**config.mk**
```make
export PLATFORM = sky130hd
export DESIGN_NAME = ahb_decode_mux
export DESIGN_NICKNAME = d
export VERILOG_FILES = /design/src/rtl/ahb_decode_mux_pkg.sv /design/src/rtl/ahb_default_slave.sv /design/src/rtl/ahb_decode_mux.sv
export SDC_FILE = /design/constraint.sdc
export NUM_CORES = 1
export LEC_CHECK = 0
export BUFFER_PORTS_ARGS = -buffer_cell sky130_fd_sc_hd__buf_2
export CORE_ASPECT_RATIO = 1.4
export CORE_MARGIN = 2
export CORE_UTILIZATION = 27
export DETAILED_ROUTE_END_ITERATION = 16
export PLACE_DENSITY = 0.73
export SETUP_SLACK_MARGIN = 0.1
export SYNTH_ARGS = -nofsm -noshare
export SYNTH_HDL_FRONTEND = slang
export SYNTH_HIERARCHICAL = 1
export SYNTH_SLANG_ARGS = --single-unit
```
**constraint.sdc**
```tcl
create_clock -name hclk -period 4.4 [get_ports hclk]
set_input_delay 0 -clock hclk [delete_from_list [all_inputs] [get_ports hclk]]
set_output_delay 0 -clock hclk [all_outputs]
set_load 0.02 [all_outputs]
```
**src/rtl/ahb_decode_mux_pkg.sv**
```systemverilog
// Shared AHB-Lite encodings, SOPC region tags and default-slave state type
// for the address decoder / response multiplexer.
package ahb_decode_mux_pkg;

    localparam logic [1:0] HTRANS_IDLE   = 2'b00;
    localparam logic [1:0] HTRANS_BUSY   = 2'b01;
    localparam logic [1:0] HTRANS_NONSEQ = 2'b10;
    localparam logic [1:0] HTRANS_SEQ    = 2'b11;

    localparam logic HRESP_OKAY  = 1'b0;
    localparam logic HRESP_ERROR = 1'b1;

    localparam logic [15:0] TAG_RAM = 16'h1000;
    localparam logic [15:0] TAG_PIO = 16'h2000;
    localparam logic [15:0] TAG_APB = 16'h3000;

    typedef enum logic [1:0] {
        D_IDLE = 2'd0,
        D_ERR1 = 2'd1,
        D_ERR2 = 2'd2
    } dflt_state_e;

endpackage

```
**src/rtl/ahb_default_slave.sv**
```systemverilog
// Default slave: two-cycle ERROR response (wait+ERROR, then ready+ERROR) for
// unmapped transfers; back-to-back errors chain from ERR2 directly to ERR1.
module ahb_default_slave
    import ahb_decode_mux_pkg::*;
(
    input  logic hclk,
    input  logic hresetn,
    input  logic hsel_dflt,
    input  logic hready,
    output logic hreadyout,
    output logic hresp
);

    dflt_state_e state_q, state_d;

    always_ff @(posedge hclk or negedge hresetn) begin
        if (!hresetn) begin
            state_q <= D_IDLE;
        end else begin
            state_q <= state_d;
        end
    end

    always_comb begin
        state_d   = state_q;
        hreadyout = 1'b1;
        hresp     = HRESP_OKAY;
        case (state_q)
            D_IDLE: begin
                if (hready && hsel_dflt) begin
                    state_d = D_ERR1;
                end
            end
            D_ERR1: begin
                hreadyout = 1'b0;
                hresp     = HRESP_ERROR;
                state_d   = D_ERR2;
            end
            D_ERR2: begin
                hresp   = HRESP_ERROR;
                // hreadyout is high here, so a new address phase is sampled now
                state_d = (hready && hsel_dflt) ? D_ERR1 : D_IDLE;
            end
            default: begin
                state_d = D_IDLE;
            end
        endcase
    end

endmodule

```
**src/rtl/ahb_decode_mux.sv**
```systemverilog
// AHB-Lite decoder + response mux: combinational hsel, registered data-phase
// select, zero added latency for mapped slaves, sticky capture of unmapped accesses.
module ahb_decode_mux
    import ahb_decode_mux_pkg::*;
#(
    parameter int NUM_SLAVES = 3,
    parameter int DEC_MSB    = 31,
    parameter int DEC_LSB    = 16,
    parameter logic [NUM_SLAVES*(DEC_MSB-DEC_LSB+1)-1:0] SLAVE_BASES = {TAG_APB, TAG_PIO, TAG_RAM},
    parameter int DATA_W     = 32
) (
    input  logic                         hclk,
    input  logic                         hresetn,
    input  logic [31:0]                  haddr,
    input  logic [1:0]                   htrans,
    output logic                         hready,
    output logic                         hresp,
    output logic [DATA_W-1:0]            hrdata,
    output logic [NUM_SLAVES-1:0]        hsel,
    input  logic [NUM_SLAVES-1:0]        hreadyout_s,
    input  logic [NUM_SLAVES-1:0]        hresp_s,
    input  logic [NUM_SLAVES*DATA_W-1:0] hrdata_s,
    output logic                         err_valid,
    output logic [31:0]                  err_addr,
    input  logic                         err_clr
);

    localparam int TAG_W = DEC_MSB - DEC_LSB + 1;

    logic [NUM_SLAVES-1:0] dsel_q, dsel_d;
    logic                  dflt_q, dflt_d;
    logic                  err_valid_q, err_valid_d;
    logic [31:0]           err_addr_q, err_addr_d;
    logic                  unmapped;
    logic                  dflt_hready;
    logic                  dflt_hresp;
    logic                  unused_htrans0;

    assign unused_htrans0 = htrans[0];

    // Lowest-index match wins so overlapping tags resolve deterministically.
    always_comb begin
        logic found;
        found = 1'b0;
        hsel  = '0;
        for (int i = 0; i < NUM_SLAVES; i++) begin
            if (!found && (haddr[DEC_MSB:DEC_LSB] == SLAVE_BASES[i*TAG_W +: TAG_W])) begin
                hsel[i] = 1'b1;
                found   = 1'b1;
            end
        end
    end

    assign unmapped = (hsel == '0) && htrans[1];

    always_comb begin
        dsel_d = dsel_q;
        dflt_d = dflt_q;
        if (hready) begin
            dsel_d = hsel;
            dflt_d = unmapped;
        end
    end

    always_comb begin
        err_valid_d = err_valid_q;
        err_addr_d  = err_addr_q;
        if (unmapped && hready && (!err_valid_q || err_clr)) begin
            err_valid_d = 1'b1;
            err_addr_d  = haddr;
        end else if (err_clr) begin
            err_valid_d = 1'b0;
            err_addr_d  = '0;
        end
    end

    always_ff @(posedge hclk or negedge hresetn) begin
        if (!hresetn) begin
            dsel_q      <= '0;
            dflt_q      <= 1'b0;
            err_valid_q <= 1'b0;
            err_addr_q  <= '0;
        end else begin
            dsel_q      <= dsel_d;
            dflt_q      <= dflt_d;
            err_valid_q <= err_valid_d;
            err_addr_q  <= err_addr_d;
        end
    end

    assign err_valid = err_valid_q;
    assign err_addr  = err_addr_q;

    ahb_default_slave u_default_slave (
        .hclk      (hclk),
        .hresetn   (hresetn),
        .hsel_dflt (unmapped),
        .hready    (hready),
        .hreadyout (dflt_hready),
        .hresp     (dflt_hresp)
    );

    always_comb begin
        hready = 1'b1;
        hresp  = HRESP_OKAY;
        hrdata = '0;
        if (dsel_q != '0) begin
            for (int i = 0; i < NUM_SLAVES; i++) begin
                if (dsel_q[i]) begin
                    hready = hreadyout_s[i];
                    hresp  = hresp_s[i];
                    hrdata = hrdata_s[i*DATA_W +: DATA_W];
                end
            end
        end else if (dflt_q) begin
            hready = dflt_hready;
            hresp  = dflt_hresp;
        end
    end

endmodule

```
# [Word-level counts from Yosys, hierarchy flattened]
# Index checks and enable logic that the tools add are counted.
# Widths: inputs -> output; s select.
[totals] ff_bits=39 inputBits=139
[classes] eq_ne=6 n_mux=27 reduce_logical=14
[op_table] op="$mux 32" n=6
[op_table] op="$eq 16x14->1 const B" n=2
[op_table] op="$mux 1" n=19
[op_table] op="$eq 16x13->1 const B" n=1
[op_table] op="$pmux 2 s3" n=1
[op_table] op="$logic_and 1x1->1" n=5
[op_table] op="$logic_not 1->1" n=3
[op_table] op="$logic_not 3->1" n=1
[op_table] op="$reduce_bool 3->1" n=1
[op_table] op="$eq 2x1->1 const B" n=1
[op_table] op="$eq 2x2->1 const B" n=1
[op_table] op="$logic_not 2->1" n=1
[op_table] op="$mux 2" n=1
[op_table] op="$ne 2x2->1 const B" n=1
[op_table] op="$reduce_bool 2->1" n=1
[op_table] op="$reduce_or 2->1" n=1
[op_table] op="$logic_or 1x1->1" n=1

# [Longest topological paths before layout]
[depth] ltp_word=13 mapped_depth=10 depth_no_buf=9

# [Cells and area by module]
# Netlist, hierarchy kept.
[modules_own_cells] module="ahb_decode_mux" instances=1 cells_per_inst=226 area_each_um2=2143.3 seq_area_each_um2=925.9
[modules_own_cells] module="ahb_default_slave" instances=1 cells_per_inst=16 area_each_um2=176.4 seq_area_each_um2=50.0

# [Worst setup path after synthesis]
# No wires, ideal clock.
[synth_path] kind="register to register" startpoint="reg u_default_slave.state_q[1]" endpoint="reg u_default_slave.state_q[0]" setup_ns=0.126 arrival_ns=1.821 slack_ns=2.453 stages_incl_launch_ff=10 n_path_buf=0 synth_period_minus_slack_ns=1.947 path_cell_list="dfrtp_1 inv_1 ha_1 inv_1 inv_1 a2111oi_4 nor2_1 inv_1 nand2_1 a311o_1"
[synth_between] elab_chain_len=7
[synth_lines] item="from (decl)" line="ahb_default_slave.sv:14" source="dflt_state_e state_q, state_d;"
[synth_lines] item="from (signal assigned)" line="ahb_default_slave.sv:20" source="state_q <= state_d;"
[synth_lines] item="$eq 2x1->1 *" line="ahb_default_slave.sv:28" source="case (state_q)"
[synth_lines] item="$mux 1 *" line="ahb_default_slave.sv:28"
[synth_lines] item="via dflt_hready" line="ahb_decode_mux.sv:35" source="logic dflt_hready;"
[synth_lines] item="$mux 1 *" line="ahb_decode_mux.sv:115" source="end else if (dflt_q) begin"
[synth_lines] item="$mux 1 *" line="ahb_decode_mux.sv:107" source="if (dsel_q != '0) begin"
[synth_lines] item="via hready" line="ahb_decode_mux.sv:16" source="output logic hready,"
[synth_lines] item="$logic_and 1x1->1 *" line="ahb_default_slave.sv:30, ahb_default_slave.sv:42"
[synth_lines] item="$mux 1" line="ahb_default_slave.sv:42" source="state_d = (hready && hsel_dflt) ? D_ERR1 : D_IDLE;"
[synth_lines] item="$pmux 2 s3" line="ahb_default_slave.sv:28"
# The timed path passes the listed nets; every way through them passes the cells marked *.
# A chain may end at the register's enable or synchronous reset.

# [Worst setup path in the final report]
[layout_path] startpoint="reg dsel_q[1]" endpoint="out hrdata[30]"
[layout_between] elab_chain_len=3
[layout_lines] item="from (decl)" line="ahb_decode_mux.sv:30" source="logic [NUM_SLAVES-1:0] dsel_q, dsel_d;"
[layout_lines] item="from (signal assigned)" line="ahb_decode_mux.sv:84" source="dsel_q <= dsel_d;"
[layout_lines] item="$mux 32 (2 in a row)" line="ahb_decode_mux.sv:109" source="if (dsel_q[i]) begin"
[layout_lines] item="$mux 32 *" line="ahb_decode_mux.sv:107"
[layout_lines] item="to (decl)" line="ahb_decode_mux.sv:18" source="output logic [DATA_W-1:0] hrdata,"
# Mark *: on every way between the ends. The rest lies on a longest branch, timed or not.

==> metrics <==
Unique masters post-synth=31; unrepaired setup endpoints after global routing=no; Seq cells post-synth=39; first-pass GRT wire length=12900 µm; layout cells sized above 1=48.6%; height of the die=114 µm; most frequent cells after synthesis=dfrtp_1, nand2_1, o21ai_0; Core Area=8460 µm²; Peak Freq=0.378 GHz; Seq/Total Area, Yosys=42.1%; Hold Startpoint=haddr[28]; startpoint types=flop; Final min period=2.64 ns; initial antenna violation count=0; Synth top area share=42.1%; Die ar.=9360 µm²; most common cell in the netlist=dfrtp_1; post-cts sizing count=0; CTS tree=yes; num rows=40; setup ws final=1.76 ns; vias=2832; Hold Crit Class=in -> reg; largest net degree at the start of global routing=69; gr usage total=17.6%; Nets=612; Clock Tree Root=clkbuf_16; Clock Skews=0.00663 ns; I/O pins=209; worst-path cell chain=buf_4 -> nor2b_2 -> a22oi_1 -> o21ai_0 -> buf_2; Hold EP=err_addr[28]$_DFFE_PN0P_; via density per instance=4.93; FF-to-FF setup slack=1.99 ns; VDD IR-drop max=0.000312 V; cts hold-fix bufs=31; Pleak=2.03 nW; post-CTS setup buffers=0; Starting Density=27.4%; grt ovf=0; ANT nets after route=0; synth top area cells=dfrtp_1, a22o_1, a22oi_1, o21ai_0, nand2_1; Levels on crit path=5; Rel. slew slack=19.1%; Sink Count=39; CP arrival=2.64 ns; Avg Inst Size Synth=9.59 µm²; WHS Path Cells=2; number of max-cap violations=0; synth warn=6; Slew Viols, Final=0; P per Cell Area=331 nW/µm²; ys async rst share=100%; Worst-path clk slew=0.06 ns; Worst R2R Path Depth=8; Critical Path RT=4.40 ns; setup slack at placement=2.02 ns; Synth Net Count=386; initial drt markers=91; crit share post-route=60.1%; # DRC=0; post-detailed-route wirelength per cell=14.8 µm; Final setup viols=0; GP Congestion=0.781; slowest stage delay, CP=0.97 ns; H-tree depth=2; DRT Pass-1 Iters=5; end of the worst register-to-register path=err_addr[5]$_DFFE_PN0P_; post-synth top area cell=dfrtp_1; I/O Buffers=207; ys flop type=dfrtp_1; worst skew pair latency=0.28 ns; CTS buffer count=5; Buf/Inv on CP=2; Crit path max-delay family=simple AND/OR/NAND/NOR gates; number of synthesized flops with an enable pin=0; total negative setup slack=0 ns; final hold vios=0; launching point of the worst reg2reg path=u_default_slave/state_q[1]$_DFFE_PN0P_; Critical Path Fanout Max=35; vias in the first global route=2701; Slew @ Worst Pin=1.21 ns; antenna diode count=0; Routed Wire Length=8520 µm; Core Util, Final=45.4%; synthesized area=2320 µm²; Die Wd=82.3 µm; post-DP HPWL=6290 µm; synthesized instance count=242; slowest CP cell=nor2b_2; Crit Path Class=reg -> out; status=finished clean; Max clock buf depth=2; Layout area overhead=65.5%; Critical Path Sink Type=output pin
==> worst reg2reg max path: stages, from the launching register on <==
cell,delay [ns]
dfrtp_1,0.38
inv_1,0.10
ha_1,0.19
inv_1,0.05
inv_1,0.05
a2111oi_4,0.39
o221a_4,0.29
nor2b_4,0.64
a22o_1,0.25
==> layout make-up <==
class	instances	area, µm²
Fill cell	803	4620
Timing Repair Buffer	240	1360
Multi-Input combinational cell	174	1180
Sequential cell	39	977
Clock buffer	6	139
Tap cell	105	131
Inverter	8	30.0
Clock inverter	2	16.3
==> per-stage QoR <==
step	area, µm²	hold slack [ns]	instances	total power, mW
floorplan	2320	-0.296	242	0.729
global placement	3370	0.147	535	0.867
detailed placement	3370	0.162	535	0.885
CTS	3840	0.00732	574	1.27
global route	3840	0.0319	574	1.34
finish	3840	0.00412	574	1.27
==> flip-flops by register name, summed over array words and instances, names as in the netlist <==
name,cells
err_addr,32
err_valid,1
u_default_slave/state_q,2
dflt_q,1
dsel_q,3
==> how the worst max path moves through the flow <==
stage / from / end
after detailed placement: u_default_slave/state_q[1]$_DFFE_PN0P_ / err_addr[13]$_DFFE_PN0P_
final: dsel_q[1]$_DFFE_PN0N_ / hrdata[30]
after floorplan: u_default_slave/state_q[1]$_DFFE_PN0P_ / u_default_slave/state_q[0]$_DFFE_PN0P_
after global routing: dsel_q[1]$_DFFE_PN0N_ / hrdata[13]
after global placement: dsel_q[2]$_DFFE_PN0N_ / err_addr[5]$_DFFE_PN0P_
after CTS: dsel_q[1]$_DFFE_PN0N_ / hrdata[8]
==> cells in the final DEF, fill, tap and decap left out, types with 2 or more instances in the layout <==
cell type	n
buf_2	207
dfrtp_1	38
nand2_1	37
o21ai_0	34
a22o_1	32
a22oi_1	31
dlygate4sd3_1	31
inv_1	8
nor2_1	6
clkbuf_16	5
ha_1	5
a21oi_1	4
nor4_1	3
mux2_2	3
nand3b_1	2
buf_4	2
and4b_1	2
==> power breakdown <==
| group | total [mW] | internal [mW] | switching [mW] |
|---|---|---|---|
| logic | 0.438 | 0.198 | 0.240 |
| registers | 0.470 | 0.427 | 0.0429 |
| clock network | 0.364 | 0.226 | 0.138 |
==> layer usage <==
layer / global-route usage [%] / wire (µm) / vias up / share of wire, %
met5: 0 / 0 / - / 0
met4: 5.89 / 126 / 0 / 1.5
met3: 3.16 / 905 / 10 / 11
met2: 29.2 / 4070 / 174 / 48
met1: 22.5 / 3420 / 1290 / 40
li1: - / - / 1358 / -
==> cells by family after synthesis <==
| group | synth area share [%] |
|---|---|
| buf+inv | 6.96 |
| flops | 42.1 |
| fa+ha+maj | 2.70 |
| compound gates | 35.3 |
| simple gates | 11.5 |
| mux | 1.46 |
Note: power is estimated with default switching activity, not from simulation.
